[src/rtl/clint_rd_arbiter.sv]
// Two-master read arbiter in front of the single-ported CLINT read channel.
// Build option: define CLINT_ARB_RR_EN for round-robin tie-break (default: master 0 wins ties).
module clint_rd_arbiter #(
  parameter int AW = 32,
  parameter int DW = 32
) (
  input  logic          clock,
  input  logic          reset,

  input  logic          m0_arvalid_i,
  output logic          m0_arready_o,
  input  logic [AW-1:0] m0_araddr_i,
  output logic          m0_rvalid_o,
  input  logic          m0_rready_i,
  output logic [DW-1:0] m0_rdata_o,

  input  logic          m1_arvalid_i,
  output logic          m1_arready_o,
  input  logic [AW-1:0] m1_araddr_i,
  output logic          m1_rvalid_o,
  input  logic          m1_rready_i,
  output logic [DW-1:0] m1_rdata_o,

  output logic          s_arvalid_o,
  input  logic          s_arready_i,
  output logic [AW-1:0] s_araddr_o,
  input  logic          s_rvalid_i,
  output logic          s_rready_o,
  input  logic [DW-1:0] s_rdata_i
);

  typedef enum logic [1:0] {
    IDLE,
    AR,
    R
  } state_t;

  state_t        state_q, state_d;
  logic          gnt_q;
  logic          last_q;
  logic [AW-1:0] addr_q;

  logic          tie_m1;
  logic          win;
  logic          accept;
  logic          gnt_rready;
  logic          r_done;
  logic [AW-1:0] win_addr;

`ifdef CLINT_ARB_RR_EN
  assign tie_m1 = ~last_q;
`else
  // last is tracked in both builds; fixed priority never lets it steer a tie
  assign tie_m1 = last_q & 1'b0;
`endif

  always_comb begin
    win = 1'b0;
    if (m0_arvalid_i && m1_arvalid_i) begin
      win = tie_m1;
    end else if (m1_arvalid_i) begin
      win = 1'b1;
    end
  end

  // reset gates the accept so no master sees a handshake while reset is low
  assign accept     = reset && (state_q == IDLE) && (m0_arvalid_i || m1_arvalid_i);
  assign win_addr   = win ? m1_araddr_i : m0_araddr_i;
  assign gnt_rready = gnt_q ? m1_rready_i : m0_rready_i;
  assign r_done     = (state_q == R) && s_rvalid_i && gnt_rready;

  always_ff @(posedge clock or negedge reset) begin
    if (!reset) begin
      state_q <= IDLE;
      gnt_q   <= 1'b0;
      last_q  <= 1'b1;
      addr_q  <= '0;
    end else begin
      state_q <= state_d;
      if (accept) begin
        addr_q <= win_addr;
        gnt_q  <= win;
      end
      if (r_done) begin
        last_q <= gnt_q;
      end
    end
  end

  always_comb begin
    state_d      = state_q;
    m0_arready_o = 1'b0;
    m1_arready_o = 1'b0;
    m0_rvalid_o  = 1'b0;
    m1_rvalid_o  = 1'b0;
    s_arvalid_o  = 1'b0;
    s_rready_o   = 1'b0;
    case (state_q)
      IDLE: begin
        m0_arready_o = accept && !win;
        m1_arready_o = accept && win;
        if (accept) begin
          state_d = AR;
        end
      end
      AR: begin
        s_arvalid_o = 1'b1;
        if (s_arready_i) begin
          state_d = R;
        end
      end
      R: begin
        m0_rvalid_o = s_rvalid_i && !gnt_q;
        m1_rvalid_o = s_rvalid_i && gnt_q;
        s_rready_o  = gnt_rready;
        if (r_done) begin
          state_d = IDLE;
        end
      end
      default: begin
        state_d = IDLE;
      end
    endcase
  end

  assign s_araddr_o = addr_q;
  assign m0_rdata_o = s_rdata_i;
  assign m1_rdata_o = s_rdata_i;

endmodule
[config.mk]
export PLATFORM = sky130hd
export DESIGN_NAME = clint_rd_arbiter
export DESIGN_NICKNAME = d
export VERILOG_FILES = /design/src/rtl/clint_rd_arbiter.sv
export SDC_FILE = /design/constraint.sdc
export NUM_CORES = 1
export LEC_CHECK = 0
export ABC_CLOCK_PERIOD_IN_PS = 1900
export CAP_MARGIN = 15
export CORE_MARGIN = 4
export CORE_UTILIZATION = 31
export CTS_CLUSTER_SIZE = 40
export DETAILED_ROUTE_END_ITERATION = 6
export GPL_ROUTABILITY_DRIVEN = 1
export MAX_ROUTING_LAYER = met4
export PLACE_DENSITY = 0.85
export SYNTH_ARGS = -nofsm -noshare
export SYNTH_HDL_FRONTEND = slang
export SYNTH_SLANG_ARGS = --single-unit
[constraint.sdc]
create_clock -name clock -period 1.9 [get_ports clock]
set_input_delay 0.19 -clock clock [delete_from_list [all_inputs] [get_ports clock]]
set_output_delay 0.19 -clock clock [all_outputs]
set_load 0.05 [all_outputs]
Word-level counts from Yosys, hierarchy flattened

Index checks and enable logic that the tools add are counted.

Bits in registers: 35
Bits of input ports: 104
Output and inout bits: 102
Logic and storage cells: 36

Equality and inequality tests: 5
Muxes and demuxes: 14
Reductions and logical operators: 14

Operator list:

| operator                                                         | number |
|---|---|
| 32-bit 2-to-1 mux                                                | 1 |
| 1-bit logical AND                                                | 9 |
| 1-bit 2-to-1 mux                                                 | 9 |
| 2-bit 2-to-1 mux                                                 | 3 |
| 2-bit inequality test (second input constant)                    | 3 |
| 2-bit one-hot mux with 3 select lines                            | 1 |
| 3-bit AND reduction                                              | 1 |
| 2-bit by 1-bit == test with 1-bit output (second input constant) | 1 |
| 2-bit == test (second input constant)                            | 1 |
| 1-bit zero test                                                  | 2 |
| 2-bit zero test                                                  | 1 |
| 1-bit logical OR                                                 | 1 |

Depth between registers and ports, before layout

Depth after elaboration: 5
Mapped depth: 5
Gate-level depth less buffers: 3

Worst setup path before layout

No wires, ideal clock.

Kind: reg2out
Start point: register state_q[1]
End point: output m0_arready_o
Arrival time: 1.854 ns
Data required time: 1.710 ns
Setup slack: -0.144 ns
Cell stages (with the launch flop): 4
Path buffers: 1
Cell sequence: dfrtp_1 nor4b_4 buf_4 nor2b_1

Word-level cells in the longest chain between the ends: 5

RTL lines:

| what                            | line   | RTL |
|---|---|---|
| start, declared                 | 38     | `state_t state_q, state_d;` |
| start signal, assigned          | 79     | `state_q <= state_d;` |
| 2-bit zero test *               | 67, 98 |  |
| 1-bit logical AND (2 in series) | 67     | `assign accept = reset && (state_q == IDLE) && (m0_arvalid_i \|\| m1_arvalid_i);` |
| 1-bit logical AND               | 100    | `m0_arready_o = accept && !win;` |
| 1-bit 2-to-1 mux *              | 98     | `case (state_q)` |
| end, declared                   | 11     | `output logic m0_arready_o,` |

Every way passes the cells marked *; elsewhere a longest branch is shown, timed or not.

Final worst setup path

Start point: input reset
End point: output m0_arready_o

Word-level cells in the longest chain between the ends: 4

RTL lines:

| what                            | line | RTL |
|---|---|---|
| start, declared                 | 8    | `input logic reset,` |
| 1-bit logical AND (2 in series) | 67   |  |
| 1-bit logical AND               | 100  |  |
| 1-bit 2-to-1 mux                | 98   |  |

No other way between the ends.

==> summary.md <==
| Metric | Value |
|---|---|
| Post-Syn Area | 2250 µm² |
| Post-route cell area | 3160 µm² |
| Slew Limit Fails | 0 |
| ANT cells | 0 |
| Final period utilization | 93.9% |
| Number of antenna violations at the first check in global routing | 0 |
| GRT Util Overall | 12.5% |
| R2R depth | 4 |
| First DRT Iteration DRCs | 26 |
| # setup viols final | 0 |
| DRC | 0 |
| Clk sinks | 35 |
| Max VDD drop | 870 µV |
| Root buf cell | clkbuf_8 |
| Area contributors post-synth | dfrtp_1 (39%), mux2_2 (32%), buf_4 (22%), nor2b_1 (1.4%), nor4b_4 (1.1%) |
| Synth warnings | 0 |
| Max-slew headroom | 64.3% |
| Clock skew | 0.00701 ns |
| Synth Flop Type | dfrtp_1 |
| Grt ovf | 0 |
| Die ar. | 8680 µm² |
| Pre-antenna DRT Iters | 4 |
| Placed inst area | 3070 µm² |
| Via Count | 1,502 |
| Crit path capture type | output port |
| Rows | 30 |
| PD cells | 1570 nW/µm² |
| Area Overhead vs Synth | 40.6% |
| Synth cell types | 15 |
| Kind of path behind the tightest hold check | input pin to output port |
| First-pass GRT wire length | 8.26 mm |
| Synth cell count leaders | buf_4 (67), mux2_2 (64), dfrtp_1 (35) |
| Starting Density | 32.5% |
| Avg WL per Cell | 15.2 µm |
| Asr flop ratio synth | 100% |
| Number of global-route vias before repair | 1,766 |
| Area leader, netlist | dfrtp_1 |
| Post-synth EDFFs | 0 |
| Final instance count without filler cells | 339 |
| Avg Vias per Cell | 4.43 |
| Deepest clock path buffer count | 2 |
| Sequential share of the synthesized area | 39.0% |
| Reg2reg setup slack | 0.38 ns |
| DIE HEIGHT | 93.1 µm |
| Top-count cell post-synth | buf_4 |
| Final critical-path required period | 1.78 ns |
| Maximum clock rate | 0.560 GHz |
| Worst endpoint required time | 1.71 ns |
| Hold path depth | 0 |
| WS Path Type | input pin to output port |
| Top-Level Pins | 206 |
| Share of the synthesized area in the top cell type | 39.0% |
| Maxcap violations | 0 |
| Htree depth | 2 |
| Synthesized area per cell | 11.9 µm² |
| Core area | 6910 µm² |
| Leak | 1.27 nW |
| RePlAce Congestion | 0.724 |
| Post-Synthesis Cells | 189 |
| Slew @ Worst Pin | 0.533 ns |
| Die width | 93.1 µm |
| Critical Path AT | 1.59 ns |
| Cell Count Post-Placement | 330 |
| Cts bufs inserted | 5 |
| CP Launch Type | input pin |
| Syn_nets | 293 |
| Synth Register Bits | 35 |
| Nets@finish | 346 |
| Dpl hpwl | 4.10 mm |
| Post_cts resized | 0 |
| Post-route ant nets | 0 |
| Share of post-route cells with drive strength above 1 | 36.2% |
| Skew-Pair Late Insertion Delay | 0.28 ns |
| # port buffers | 109 |
| Status | finished, final reports clean |
| Fill cells | 629 |
| TNS Setup | 0 ns |
| Unrepaired setup endpoints after global routing | no |
| Final WL | 5.15 mm |
| Fin. Hold Viols | 0 |
| Largest net degree at the start of global routing | 36 |
| Critical Path Fanout Max | 5 |
| CTS tree | built |
-- power by group --
part / switching (mW) / internal [mW]
clock: 0.270 / 0.256
combinational: 1.84 / 1.26
sequential: 0.207 / 1.12
-- cells in the final DEF, fill, tap and decap left out --
cell             count
clkbuf_1             1
and3_1               1
inv_1                2
dlygate4sd3_1        1
a21o_1               1
nor2b_4              1
clkinv_2             1
mux2_1               1
nor4b_4              1
o21ai_0              1
mux2i_1              1
dfrtp_1             35
and2_1               1
mux2_2              64
clkdlybuf4s50_1    102
clkinvlp_4           1
buf_4                6
buf_2                1
nor2b_1              3
clkbuf_8             5
nand2_1              3
buf_12               7
nor2b_2              1
nor2_1               2
-- per-stage QoR --
step | setup WS (ns) | utilization [%] | hold slack, ns | total power [mW]
2_1_floorplan | 0.105 | - | -0.106 | 3.65
3_3_place_gp | 0.0608 | 44.4 | 0.305 | 4.42
3_5_place_dp | 0.0537 | 44.4 | 0.313 | 4.47
4_1_cts | 0.0996 | 45.8 | 0.381 | 5.02
5_1_grt | 0.0173 | 45.8 | 0.380 | 5.19
6_report | 0.116 | 45.8 | 0.380 | 4.95
-- metal layers --
layer | routed length [µm] | global-route usage [%] | vias up | share of wire, %
met5 | 0 | - | - | 0
met4 | 137 | 5.13 | 0 | 2.7
met3 | 420 | 3.78 | 22 | 8.2
met2 | 2680 | 22.1 | 81 | 52
met1 | 1910 | 13.0 | 719 | 37
li1 | - | - | 680 | -
-- registers in the layout (all words and copies together), names as in the netlist --
name        cells
s_araddr_o     32
state_q         2
gnt_q           1
-- layout make-up --
| class | instances | area [µm²] | area share (%) |
|---|---|---|---|
| Clock inverter | 2 | 12.5 | 0.396 |
| Sequential cell | 35 | 876 | 27.7 |
| Multi-Input combinational cell | 81 | 851 | 26.9 |
| Clock buffer | 6 | 72.6 | 2.30 |
| Inverter | 2 | 7.51 | 0.238 |
| Timing Repair Buffer | 117 | 1220 | 38.6 |
| Tap cell | 96 | 120 | 3.80 |
-- cells by family (layout without fill, tap and decap cells) --
kind of cell,after synthesis,in the layout,synth area share (%)
buffers and inverters,73,127,23.6
AND/OR/NAND/NOR,13,13,3.84
flip-flops,35,35,39.0
AO/OA/AOI/OAI,2,2,0.557
multiplexers,66,66,33.0
-- timing repair --
action                                  in CTS  in global routing
endpoints found under the hold margin        7                  0
hold buffers                                 1                  0
endpoints found under the setup margin       0                  0
setup buffers                                0                  0
-- worst max-delay path: stages --
cell	delay, ns
dlygate4sd3_1	0.54
buf_2	0.13
nor4b_4	0.20
buf_4	0.18
nor2b_2	0.19
buf_12	0.16
-- path summary, 6_finish.rpt --
path	from	endpoint
max	reset	m0_arready_o
min	s_rdata_i[4]	m0_rdata_o[4]
max reg2reg	state_q[1]$_DFFE_PN0P_	s_araddr_o[27]$_DFFE_PN0P_
min reg2reg	s_araddr_o[13]$_DFFE_PN0P_	s_araddr_o[13]$_DFFE_PN0P_
max in group asynchronous	reset	s_araddr_o[4]$_DFFE_PN0P_
min in group asynchronous	reset	state_q[1]$_DFFE_PN0P_
Note: power is estimated with default switching activity, not from simulation.
==> variant 1 (same flow settings) <==
`AW`: 32 -> 64.
--- a/src/rtl/clint_rd_arbiter.sv
+++ b/src/rtl/clint_rd_arbiter.sv
@@ -2,5 +2,5 @@
 // Build option: define CLINT_ARB_RR_EN for round-robin tie-break (default: master 0 wins ties).
 module clint_rd_arbiter #(
-  parameter int AW = 32,
+  parameter int AW = 64,
   parameter int DW = 32
 ) (
Ports: changed (resized m0_araddr_i, m1_araddr_i and s_araddr_o); port bits go from 206 to 302. The function was not compared with the original's and may differ.
==> variant 1 against the original RTL <==
Final area increased by 94%; setup slack got worse by 11 ps; global-route usage increased by 2.4 points; synthesized cell count increased by 55%; combinational power increased by 94%; clock power increased to 2.9 times the old value; wire length increased by 110%; sequential cell count increased by 32; critical path type is now flop to output port; synthesized area increased by 78%; largest power group unchanged; total power increased by 100%; critical endpoint is now m1_arready_o.
==> variant 1: results (changes against the original RTL) <==
The flow ran to the end, and the final reports show no timing, DRC or antenna violations. The H-tree depth is 3 (+1). The number of distinct standard cells referenced by the synthesized netlist came to 18 (+3). The slowest library cell on the worst path is dfrtp_1. Ranked by total cell area, the synthesized netlist is headed by dfrtp_1, mux2_2, mux2_4, buf_4, buf_6.

The mean routed wirelength per cell is 17.6 um (+16%). The number of placed instances, taps included came out at 599 (+82%). The cell sitting at the root of the clock tree is a clkbuf_16. The initial DRC count is 71 (+170%). The pin slew with the least headroom to its limit was 852 ps (+319 ps).

The port buffer count came out at 205 (+88%). The post-synthesis net count is 461 (+57%). Yosys instantiated no cell more often than mux2_2. The initial antenna violation count was 0 (unchanged). The share of total power in sequential cells is 25.4% (-1.5 points).

The sequential cell area fraction in the yosys report came out at 41.8% (+2.9 points). The static leakage is 2.53 nW (+100%). The final instance count without filler cells came out at 616 (+82%).

The share of final-layout standard cells stronger than drive strength 1 is 36.0% (-0.18 points). The pre-CTS setup slack came out at -64.3 ps (-118 ps). The data arrival time at the worst-slack endpoint came out at 1610 ps (+20 ps).

The global placer's final weighted congestion came to 0.770 (+6.4%). The largest net degree at the start of global routing is 68 (+89%). The number of global-route vias before repair came out at 3263 (+85%). The worst-path maximum fanout came out at 14 (+9). The cell-internal power came out at 5.58 mW (+110%). The final-stage net count is 607 (+75%). The total global routing track utilization is 14.9% (+2.4 points). The largest clock skew in the final design was 4.40 ps (-2.61 ps). The post-synthesis cell count is 293 (+55%).

The TritonCTS buffer count is 9 (+4). The clock latency at the later pin of the worst-skew pair came to 330 ps (+50 ps). The number of flip-flops in the largest register is 64 (+100%). The half-perimeter wire length after detailed placement is 8.25 mm (+100%). The commonest cells after synthesis are mux2_2, buf_4, dfrtp_1.

The overall power consumption came out at 10.1 mW (+100%). The wire length of the first global-routing pass came to 16.3 mm (+98%). The highest ir drop seen on vdd is 841 uV (-3.3%). The total number of vias is 2805 (+87%). The power drawn by the clock network came to 1.55 mW (+190%).

The highest cell delay on the worst timing path is 390 ps (-150 ps).
==> variant 1: critical path: cells and delay by family (launching register included) <==
family          cells  cell delay [ps]
compound gates      1              230
buf+inv             2              310
flops               1              390
simple gates        2              340
==> variant 1: cell type report <==
type | count | share of cell area (%)
inverters | 2 | 0.123
well taps | 172 | 3.52
flip-flops and latches | 67 | 27.4
multi-input cells | 146 | 28.5
clock buffers | 14 | 4.31
clock inverters | 2 | 0.163
repair buffers | 213 | 36.0
==> variant 1: worst paths after layout <==
path | from | endpoint | slack [ps] | depth (start not counted)
min | reset | s_araddr_o[50] | 130 | 2
max in group asynchronous | reset | s_araddr_o[40] | 1230 | 2
min reg2reg | s_araddr_o[31] | s_araddr_o[31] | 500 | 1
max | state_q[1] | m1_arready_o | 100 | 5
max reg2reg | state_q[1] | s_araddr_o[40] | 350 | 4
min in group clock | reset | state_q[0] | 210 | 3
==> variant 1: per-stage QoR <==
step	cell area, sq um	TNS, ps
after global placement	5810	-21.1
after detailed placement	5810	-1890
after CTS	6120	0
after floorplan	4010	0
final	6120	0
after global routing	6120	0
==> variant 1: metal layers <==
layer / wire length [um] / vias up / part of all wire (%) / global-route usage, %
met4: 546 / 0 / 5.0 / 9.87
met1: 3680 / 1355 / 34 / 14.5
met2: 5790 / 138 / 53 / 25.5
li1: - / 1247 / - / -
met3: 808 / 65 / 7.5 / 4.64
met5: 0 / - / 0 / -
==> variant 1: cells by family after synthesis <==
family | after synthesis | synth area share, %
AND/OR/NAND/NOR | 12 | 1.69
AO/OA/AOI/OAI | 4 | 0.687
flip-flops | 67 | 41.8
buffers and inverters | 80 | 14.9
multiplexers | 130 | 40.9
==> variant 1: what timing repair did <==
action | 4_1_cts | 5_1_grt
gates resized for setup | 0 | 1
gates cloned | 1 | 0
endpoints found under the setup margin | 1 | 1
==> variant 2 (config.mk and constraints unchanged) <==
Without the edit above. The 3 states of `state_t` get a one-hot encoding in 3 bits.
--- a/src/rtl/clint_rd_arbiter.sv
+++ b/src/rtl/clint_rd_arbiter.sv
@@ -30,8 +30,8 @@
 );
 
-  typedef enum logic [1:0] {
-    IDLE,
-    AR,
-    R
+  typedef enum logic [2:0] {
+    IDLE = 3'b001,
+    AR   = 3'b010,
+    R    = 3'b100
   } state_t;
 
Check against the original RTL: no difference found for any inputs over 10 cycles, from zero or initial values and one cycle with reset low; not proved beyond that.
==> variant 2 against the original RTL <==
The flow now finishes with violations (negative hold slack); sequential cell count grew 1; synthesized area grew 14%; total power grew 2.8%; worst hold slack lost 380 ps; synthesized cell count grew 2.1%; setup slack gained 16 ps; non-clock buffer count shrank 1; final area grew 8.9%; wire length grew 5.4%; die area grew 13%.
==> variant 2: results (changes against the original RTL) <==
The run finished, with violations left. The checks that failed: negative hold slack. The number of distinct standard cells referenced by the synthesized netlist was 26 (+11).

The worst slew margin relative to its limit came out at 65.4% (+1.0 points). The static leakage came to 1.48 nW (+16%). The worst-path maximum fanout came out at 6 (+1). The largest net degree at the start of global routing is 38 (+5.6%). The via-per-instance ratio came to 4.37 (-1.4%). The initial antenna violation count is 0 (unchanged). The share of final-layout standard cells stronger than drive strength 1 is 37.1% (+0.93 points). The antenna diode instance count is 0 (unchanged). The final-report hold violation count came out at 12 (+12). The half-perimeter wire length after detailed placement came out at 4.22 mm (+2.8%). The data arrival time at the worst-slack endpoint is 1580 ps. The slowest library cell on the worst path is dfstp_2. The number of global-route vias before repair is 1708 (-3.3%). The H-tree depth came out at 2 (unchanged).

In the synthesized netlist the dominant register cell turns out to be dfrtp_1. The count of antenna-violating nets left after detailed routing came to 0 (unchanged). The first-pass detailed-route iteration total came out at 4 (unchanged).

The compound-cell area share of the yosys netlist is 1.56% (+1.0 points). The post-synthesis xor/xnor area fraction is 0% (unchanged). The number of placed instances, taps included is 338 (+2.4%). The total global routing track utilization came to 11.2% (-1.3 points).

The type of the worst min-delay path is input pin to asynchronous set/reset pin. The global placer's final weighted congestion came out at 0.798 (+10%). By area the synthesized netlist is led by dfrtp_1, mux2_4, buf_4, mux2_2, buf_6. The wire length of the first global-routing pass is 8.54 mm (+3.3%). The largest clock skew in the final design is 2.09 ps (-4.92 ps). The post-synthesis net count is 297 (+1.4%). The minimum hold slack came out at -1.59 ps (-382 ps).

The TritonCTS buffer count came out at 5 (unchanged). The top cell family by delay on the critical path is flip-flops. The final instance count without filler cells came out at 347 (+2.4%). The highest ir drop seen on vdd is 596 uV (-31%). The multiplexer fraction of the synthesized cell area came out at 36.9% (+3.9 points). The sequential cell area fraction in the yosys report is 35.2% (-3.8 points).

The highest cell delay on the worst timing path is 580 ps (+40 ps). The post-placement cell area is 3340 sq um (+8.9%). The average instance area after synthesis came out at 13.3 sq um (+12%). The mean routed wirelength per cell came out at 15.6 um (+2.9%).

In the synthesized netlist, the cells that appear most often are buf_4, mux2_4, dfrtp_1. The initial DRC count came to 27 (+3.8%).
variant 2: worst register-to-register path, stage by stage (launching register included):
cell      delay, ps
dfstp_2         580
nor2b_1         140
o2111a_2        240
buf_4           180
buf_12          180
mux2_4          320
variant 2: worst paths after layout:
| path | to | cells past startpoint | start | slack [ps] |
|---|---|---|---|---|
| max in group asynchronous | state_q[0] | 2 | reset | 1550 |
| setup reg to reg | s_araddr_o[20] | 5 | state_q[0] | 150 |
| setup / recovery | m0_arready_o | 4 | state_q[0] | 130 |
| hold / removal | s_araddr_o[11] | 2 | reset | -2 |
| hold reg to reg | state_q[1] | 1 | state_q[2] | 500 |
| min in group clock | m0_rdata_o[20] | 0 | s_rdata_i[20] | 380 |
variant 2: timing repair:
action	in CTS	in global routing
hold buffers	0	0
endpoints found under the setup margin	2	2
buffers inserted	1	0
gates resized for setup	0	1
variant 2: metrics by stage:
stage,power [mW],worst slack (ps)
6_report,5.09,131
5_1_grt,5.33,3.56
4_1_cts,5.17,81.1
3_5_place_dp,4.55,26.1
3_3_place_gp,4.50,58.5
2_1_floorplan,3.86,78.0
variant 2: logic make-up after synthesis:
| kind of cell | count (synthesis) |
|---|---|
| DFF | 36 |
| muxes | 66 |
| and+or+nand+nor | 13 |
| buffers and inverters | 73 |
| AOI/OAI and AO/OA | 5 |
variant 2: final cells by class:
type                            instances  area, sq um
Timing Repair Buffer                  116         1240
Inverter                                1         3.75
Clock inverter                          2         10.0
Fill cell                             683         4450
Clock buffer                            6         82.6
Multi-Input combinational cell         84         1080
Tap cell                              102          128
Sequential cell                        36          902
variant 2: where the power goes:
group / switching [mW] / internal [mW]
sequential: 0.233 / 1.15
combinational: 1.75 / 1.39
clock: 0.279 / 0.290
variant 2: metal layers:
layer | share of wire (%) | track usage, %
met1 | 40 | 12.7
met2 | 48 | 18.7
met3 | 10 | 3.04
met4 | 1.6 | 4.41
met5 | 0 | -
